File: src/rtl/seven_seg_pkg.sv
// seven_seg_pkg: shared segment patterns, digit index type and prescaler helper for the display scanner
package seven_seg_pkg;

    localparam logic [6:0] SEG_0     = 7'h40;
    localparam logic [6:0] SEG_1     = 7'h79;
    localparam logic [6:0] SEG_2     = 7'h24;
    localparam logic [6:0] SEG_3     = 7'h30;
    localparam logic [6:0] SEG_4     = 7'h19;
    localparam logic [6:0] SEG_5     = 7'h12;
    localparam logic [6:0] SEG_6     = 7'h02;
    localparam logic [6:0] SEG_7     = 7'h78;
    localparam logic [6:0] SEG_8     = 7'h00;
    localparam logic [6:0] SEG_9     = 7'h10;
    localparam logic [6:0] SEG_DASH  = 7'h3F;
    localparam logic [6:0] SEG_BLANK = 7'h7F;
    localparam logic [3:0] ANODES_OFF = 4'b1111;

    typedef logic [1:0] digit_idx_t;

    // Clock cycles spent on each digit before advancing to the next one.
    function automatic int tick_div(input int clk_freq, input int digit_hz);
        return clk_freq / digit_hz;
    endfunction

endpackage

File: src/rtl/seven_seg_scanner_bcd_to_seg.sv
// bcd_to_seg: BCD nibble to active-low {g..a} pattern; non-BCD codes show a dash
module bcd_to_seg
    import seven_seg_pkg::*;
(
    input  logic [3:0] nibble,
    output logic [6:0] pattern
);

    // Pure lookup; A-F fall through to the dash so bad counter data is visible.
    always_comb begin
        pattern = SEG_DASH;
        case (nibble)
            4'd0: pattern = SEG_0;
            4'd1: pattern = SEG_1;
            4'd2: pattern = SEG_2;
            4'd3: pattern = SEG_3;
            4'd4: pattern = SEG_4;
            4'd5: pattern = SEG_5;
            4'd6: pattern = SEG_6;
            4'd7: pattern = SEG_7;
            4'd8: pattern = SEG_8;
            4'd9: pattern = SEG_9;
            default: pattern = SEG_DASH;
        endcase
    end

endmodule

File: src/rtl/seven_seg_scanner.sv
// seven_seg_scanner: multiplexes four BCD digits onto the shared active-low segment lines.
// Define LEADING_ZERO_BLANK_EN to blank leading zero digits (digit 0 is always shown).
module seven_seg_scanner
    import seven_seg_pkg::*;
#(
    parameter int CLK_FREQ = 100000000,
    parameter int DIGIT_HZ = 1000
) (
    input  logic        clk,
    input  logic        init_regs_n,
    input  logic [15:0] disp_value,
    input  logic [3:0]  dp_mask,
    input  logic        display_on,
    output logic [3:0]  an,
    output logic [6:0]  seg,
    output logic        dp
);

    localparam int TICK_DIV = tick_div(CLK_FREQ, DIGIT_HZ);
    localparam int PW = $clog2(TICK_DIV);

    logic [PW-1:0] presc;
    digit_idx_t    idx;
    digit_idx_t    idx_nxt;
    logic [15:0]   snap;
    logic [15:0]   snap_nxt;
    logic [3:0]    dps;
    logic [3:0]    dps_nxt;
    logic [3:0]    nib;
    logic [6:0]    pat;
    logic          tick;
    logic          blank;

    assign tick = presc == PW'(TICK_DIV - 1);

    // Values the registers take on a tick: next digit, and a fresh snapshot only on the 3->0 wrap.
    always_comb begin
        idx_nxt  = idx + 2'd1;
        snap_nxt = (idx == 2'd3) ? disp_value : snap;
        dps_nxt  = (idx == 2'd3) ? dp_mask : dps;
        nib      = snap_nxt[{idx_nxt, 2'b00} +: 4];
`ifdef LEADING_ZERO_BLANK_EN
        blank    = (idx_nxt == 2'd3 && snap_nxt[15:12] == 4'h0) ||
                   (idx_nxt == 2'd2 && snap_nxt[15:8] == 8'h00) ||
                   (idx_nxt == 2'd1 && snap_nxt[15:4] == 12'h000);
`else
        blank    = 1'b0;
`endif
    end

    bcd_to_seg u_bcd_to_seg (
        .nibble  (nib),
        .pattern (pat)
    );

    // Free-running prescaler producing one tick every TICK_DIV cycles.
    always_ff @(posedge clk or negedge init_regs_n) begin
        if (!init_regs_n) presc <= '0;
        else              presc <= tick ? '0 : presc + 1'b1;
    end

    // Digit index, frame snapshot and outputs all move together on the tick so an/seg/dp never skew.
    always_ff @(posedge clk or negedge init_regs_n) begin
        if (!init_regs_n) begin
            idx  <= 2'd3;
            snap <= 16'h0000;
            dps  <= 4'h0;
            an   <= ANODES_OFF;
            seg  <= SEG_BLANK;
            dp   <= 1'b1;
        end else if (tick) begin
            idx  <= idx_nxt;
            snap <= snap_nxt;
            dps  <= dps_nxt;
            an   <= (display_on && !blank) ? ~(4'b0001 << idx_nxt) : ANODES_OFF;
            seg  <= blank ? SEG_BLANK : pat;
            dp   <= blank | ~dps_nxt[idx_nxt];
        end
    end

endmodule

File: config.mk
export PLATFORM = sky130hd
export DESIGN_NAME = seven_seg_scanner
export DESIGN_NICKNAME = d
export VERILOG_FILES = /design/src/rtl/seven_seg_pkg.sv /design/src/rtl/seven_seg_scanner_bcd_to_seg.sv /design/src/rtl/seven_seg_scanner.sv
export SDC_FILE = /design/constraint.sdc
export NUM_CORES = 1
export LEC_CHECK = 0
export ABC_CLOCK_PERIOD_IN_PS = 3400
export CORE_MARGIN = 4
export CORE_UTILIZATION = 55
export CTS_CLUSTER_SIZE = 12
export DETAILED_ROUTE_END_ITERATION = 16
export MAX_ROUTING_LAYER = met4
export PLACE_DENSITY = 0.79
export SLEW_MARGIN = 20
export SYNTH_ARGS = -nofsm -noshare
export SYNTH_HDL_FRONTEND = slang
export SYNTH_SLANG_ARGS = --single-unit
File: constraint.sdc
create_clock -name clk -period 3.4 [get_ports clk]
set_clock_uncertainty 0.1 [all_clocks]
set_input_delay 1.02 -clock clk [delete_from_list [all_inputs] [get_ports clk]]
set_output_delay 1.02 -clock clk [all_outputs]
set_load 0.05 [all_outputs]
# [After elaboration in Yosys (flattened, before gate mapping)]
# Memories as Yosys holds them, arrays and structs flattened. A register that Yosys moved wholly into a read port is not among the register bits.
# Cells that the tools add are included.
# W data, S select, Z words.
[classes] n_addsub=2 mul=0 n_div=0 magnitude_cmp=1 eq_ne=2 shifts=2 mux=6 bitwise_logic=2 reduce_logical=1
[ops] operator="$add A17 B1 Y17 const B" count=1
[ops] operator="$eq A17 B17 Y1 const B" count=1
[ops] operator="$mux W17" count=1
[ops] operator="$mux W16" count=1
[ops] operator="$shiftx A16 B5 Y4" count=1
[ops] operator="$mux W4" count=2
[ops] operator="$not A4 Y4" count=1
[ops] operator="$shl A1 B2 Y4 const A" count=1
[ops] operator="$lt A2 B3 Y1 const B" count=1
[ops] operator="$add A2 B1 Y2 const B" count=1
[ops] operator="$bmux W1 S2" count=1
[ops] operator="$eq A2 B2 Y1 const B" count=1
[ops] operator="$logic_not A1 Y1" count=1
[ops] operator="$mux W1" count=1
[ops] operator="$not A1 Y1" count=1
[totals] ff_bits=44 latchBits=0 mem_bits_rw=0 mem_bits_ro=112 inputBits=23 out_inout_bits=12 mem_count=1
[memory_table] memory="(no name shown)" depth=16 width=7 rd=1 rd_clocked_by_memory_dff=1 write_ports=0 line="seven_seg_scanner_bcd_to_seg.sv:12" text="case (nibble)"

# [Logic depth before layout (Yosys ltp)]
[logic_depth] depth_word=5 mapped_depth=12 mapped_depth_nobuf=11

# [Modules after synthesis]
# A second synthesis with hierarchy kept.
[hier_totals] hier_cells=226 hier_area_um2=2801.4
[modules_own_cells] module="seven_seg_scanner" n_inst=1 cells_per_inst=195 area_each_um2=2561.2 seq_area_each_um2=1293.7
[modules_own_cells] module="bcd_to_seg" n_inst=1 cells_per_inst=31 area_each_um2=240.2 seq_area_each_um2=0.0

# [Worst setup path after synthesis]
# No wires, ideal clock.
[synth_path] path_kind="flip-flop to flip-flop" start="register idx[0]" end="register seg[4]" setup_time_ns=0.087 arrival_ns=2.698 path_slack_ns=0.515 stages_incl_launch_ff=13 n_path_buf=1 cell_sequence="dfstp_2 > inv_2 > ha_1 > clkbuf_1 > mux4_2 > mux2_2 > inv_1 > ha_1 > inv_1 > mux2i_1 > mux2i_1 > o211ai_1 > o21ai_0"
[synth_between] elab_cells_between_ends=4 cone_classes="add/sub (1); eq/ne (1); shift (1); mux (1)"
[synth_rtl] element="from (decl)" line="seven_seg_scanner.sv:23" text="digit_idx_t idx;"
[synth_rtl] element="from (signal assigned)" line="seven_seg_scanner.sv:72" text="idx <= idx_nxt;"
[synth_rtl] element="$add A2 B1 Y2" line="seven_seg_scanner.sv:38" text="idx_nxt = idx + 2'd1;"
[synth_rtl] element="named net idx_nxt[0]" line="seven_seg_scanner.sv:24" text="digit_idx_t idx_nxt;"
[synth_rtl] element="$shiftx A16 B5 Y4" line="seven_seg_scanner.sv:41" text="nib = snap_nxt[{idx_nxt, 2'b00} +: 4];"
[synth_rtl] element="to (decl)" line="seven_seg_scanner.sv:15" text="output logic [6:0] seg,"
# The timed path passes the listed nets, and every way through them passes these cells.
# A chain may end at the register's enable or synchronous reset.

# [Worst setup path in the final report]
# Same ends and word-level chain as after synthesis.

==> flow_metrics.py <==
metrics = {
    "global_route": {
        "grt_max_degree": 35,
        "gr-usage-all-layers_pct": 18.11,
        "antenna_found_initial": 0,
        "grt_pass1_vias": 1808,
        "grt_overflow_total": 0,
        "grt_pass1_wl_mm": 8.438,
    },
    "hold_path": {
        "holdCritStartpoint": "presc[0]",
        "hold_class": "flop to flop",
    },
    "clock_network": {
        "hold_buffers": 0,
        "clk_latency_ns": 0.30,
        "postCtsSetupBuffers": 0,
        "clock-root-buffer": "clkbuf_8",
        "numClockSinks": 51,
        "cts.repair.resized": 0,
        "cts-buffers-inserted": 5,
        "clockBufferDepth": 2,
        "htreeDepth": 2,
        "cts_tree": "done",
        "clkSlewWorstSetupHoldPaths_ns": 0.09,
    },
    "detailed_routing": {
        "first_iter_violations": 65,
        "dr.pass1.iters": 4,
        "antenna_left": 0,
        "routed_wirelength_mm": 4.909,
        "viasPerCell": 5.408,
        "wl_per_cell_microns": 15.39,
        "via_count": 1725,
        "drc": 0,
    },
    "yosys": {
        "synth.avg_cell_area_sq_um": 12.85,
        "synthFlopType": "dfrtp_1",
        "synth_edf_count": 0,
        "synthCells": 211,
        "synth_cell_type_count": 38,
        "ys_seq_elements": 51,
        "syn-num-nets": 246,
        "netlist_area_sq_mm": 0.002711,
        "synth_xor_area_share_pct": 5.168,
        "synth_top_family_by_area": "multiplexers",
        "synth-compound-area-share_pct": 4.061,
        "async_flop_share_pct": 100.0,
        "ys_warn_count": 0,
        "synth-simple-area-share_pct": 10.94,
        "synth_fa_ha_area_share_pct": 5.538,
        "ys_seq_area_share_pct": 47.72,
        "synth_mux_area_share_pct": 23.67,
    },
    "placed_design": {
        "numPortBuffers": 34,
        "dpl-instance-area_sq_mm": 0.003131,
        "post-place-ws_ns": 0.06825,
        "place_hpwl_mm": 3.586,
        "gp_congestion": 0.8407,
    },
    "final_layout": {
        "n_antenna_cell": 0,
        "fin_util_pct": 68.63,
        "fin_nets": 286,
        "syn2layout_area_growth_pct": 20.35,
        "final_area_sq_mm": 0.003263,
        "drive_gt1_share_pct": 26.98,
    },
    "sta": {
        "final.setup.tns_ns": 0,
        "fmax_mhz": 317.9,
        "tightest_slew_ns": 0.6910,
        "finalCritPeriodShare_pct": 92.51,
        "setup_slack_ns": 0.2548,
        "setup_violations": 0,
        "slew_viol_final": 0,
        "min_period_ns": 3.145,
        "maxSlewHeadroom_pct": 53.77,
        "rsz0062_at_grt": "no",
        "finalHoldViolCount": 0,
        "whs_ns": 0.3873,
    },
    "setup_path": {
        "path_max_fanout": 9,
        "required_ns": 3.53,
        "end_kind": "flop",
        "crit_arrival_ns": 3.27,
        "worst-setup-path-type": "flop to flop",
        "start_kind": "flop",
        "r2r_slack_ns": 0.25,
        "crit_start": "idx[0]",
        "r2r-start": "idx[0]",
    },
    "die": {
        "io_pins": 35,
        "core_sq_mm": 0.004755,
        "die_x_microns": 78.21,
        "die_height_microns": 78.21,
        "row_count": 25,
        "die-area_sq_mm": 0.006117,
        "initial_core_util_pct": 57.03,
    },
    "job": {
        "cap_viol_max_count": 0,
    },
    "pwr": {
        "ir_drop_mv": 0.1889,
        "powerDensity_mw_per_mm2": 370.0,
        "power.leakage_nw": 1.462,
    },
    "status": {
        "status": "finished clean",
    },
}
[routing by layer]
metal	vias to the layer above	global-route usage, %	share of wire [%]
met5	-	-	0
met4	0	5.245	1.1
met1	858	22.37	47
met3	7	4.358	3.8
met2	33	29.88	48
li1	827	-	-
[final timing paths]
path,endpoint,cells after the start
worst max register to register,seg[4],11
worst min register to register,presc[0],1
worst min-delay path,presc[0],1
min in group asynchronous,presc[3],1
max in group asynchronous,dp,2
worst max-delay path,seg[4],11
[cell usage in the layout, fill, tap and decap left out, types with 2 or more instances in the layout]
master | synthesis | layout
dfrtp_1 | 37 | 37
clkdlybuf4s50_1 | 0 | 33
mux2_4 | 20 | 20
nand2_1 | 17 | 17
nor2_1 | 16 | 16
dfstp_2 | 14 | 14
ha_1 | 12 | 12
mux4_2 | 10 | 10
xnor2_1 | 9 | 9
inv_1 | 8 | 8
nand3_1 | 8 | 8
xor2_1 | 7 | 7
mux2i_1 | 6 | 6
buf_4 | 0 | 6
mux2_2 | 5 | 5
a31oi_1 | 5 | 5
clkbuf_8 | 0 | 5
nand4_1 | 4 | 4
o21ai_0 | 3 | 3
a21oi_1 | 3 | 3
o211a_1 | 2 | 2
o22ai_1 | 2 | 2
bufinv_16 | 0 | 2
[sequential cells by signal (all words and copies together), names as in the netlist]
signal,cells
seg,7
presc,17
dp,1
dps,4
snap,16
an,4
idx,2
[cell type report]
type | count | area, sq um
Tap cell | 67 | 83.83
Multi-Input combinational cell | 144 | 1339
Sequential cell | 51 | 1294
Fill cell | 338 | 1491
Clock inverter | 2 | 60.06
Clock buffer | 6 | 72.57
Timing Repair Buffer | 40 | 380.4
Inverter | 9 | 33.78
[worst max-delay path: stages (launching register included)]
cell and delay (ns):
dfstp_2 0.67, inv_2 0.16, ha_1 0.53, mux4_2 0.37
mux2_2 0.36, inv_1 0.13, ha_1 0.16, inv_1 0.07
mux2i_1 0.15, mux2i_1 0.09, o211ai_1 0.17, o21ai_0 0.11
[metrics by stage]
step | cells | power (W)
finish | 319 | 0.001207
global route | 319 | 0.001256
CTS | 319 | 0.001222
detailed placement | 311 | 0.0007295
global placement | 311 | 0.0007269
floorplan | 211 | 0.0006781
[cells in the mapped netlist, types with 2 or more instances]
| library cell | number | area share, % |
|---|---|---|
| buf_2 | 3 | 0.55 |
| mux4_2 | 10 | 8.3 |
| xnor2_1 | 9 | 2.9 |
| o22ai_1 | 2 | 0.46 |
| o21ai_0 | 3 | 0.55 |
| a31oi_1 | 5 | 1.2 |
| nand3_1 | 8 | 1.5 |
| nor2_1 | 16 | 2.2 |
| dfrtp_1 | 37 | 34 |
| mux2_2 | 5 | 2.1 |
| inv_1 | 8 | 1.1 |
| a21oi_1 | 3 | 0.55 |
| nand4_1 | 4 | 0.92 |
| o211a_1 | 2 | 0.74 |
| clkbuf_1 | 2 | 0.28 |
| xor2_1 | 7 | 2.3 |
| mux2i_1 | 6 | 2.2 |
| buf_6 | 2 | 0.83 |
| nand2_1 | 17 | 2.4 |
| dfstp_2 | 14 | 14 |
| mux2_4 | 20 | 11 |
| ha_1 | 12 | 5.5 |
[cell families after synthesis]
logic type                 Yosys count
buffers and inverters               16
and+or+nand+nor                     58
xor gates and xnor gates            16
AOI/OAI and AO/OA                   17
DFF                                 51
adders and majority gates           12
muxes                               41
[where the power goes]
| group | internal [W] | switching [W] | total (W) |
|---|---|---|---|
| clock network | 0.000294 | 0.000195 | 0.000489 |
| logic | 0.0000550 | 0.0000378 | 0.0000928 |
| registers | 0.000619 | 0.00000652 | 0.000626 |
| total | 0.000968 | 0.000239 | 0.00121 |
Power figures use the tool's default switching activity.
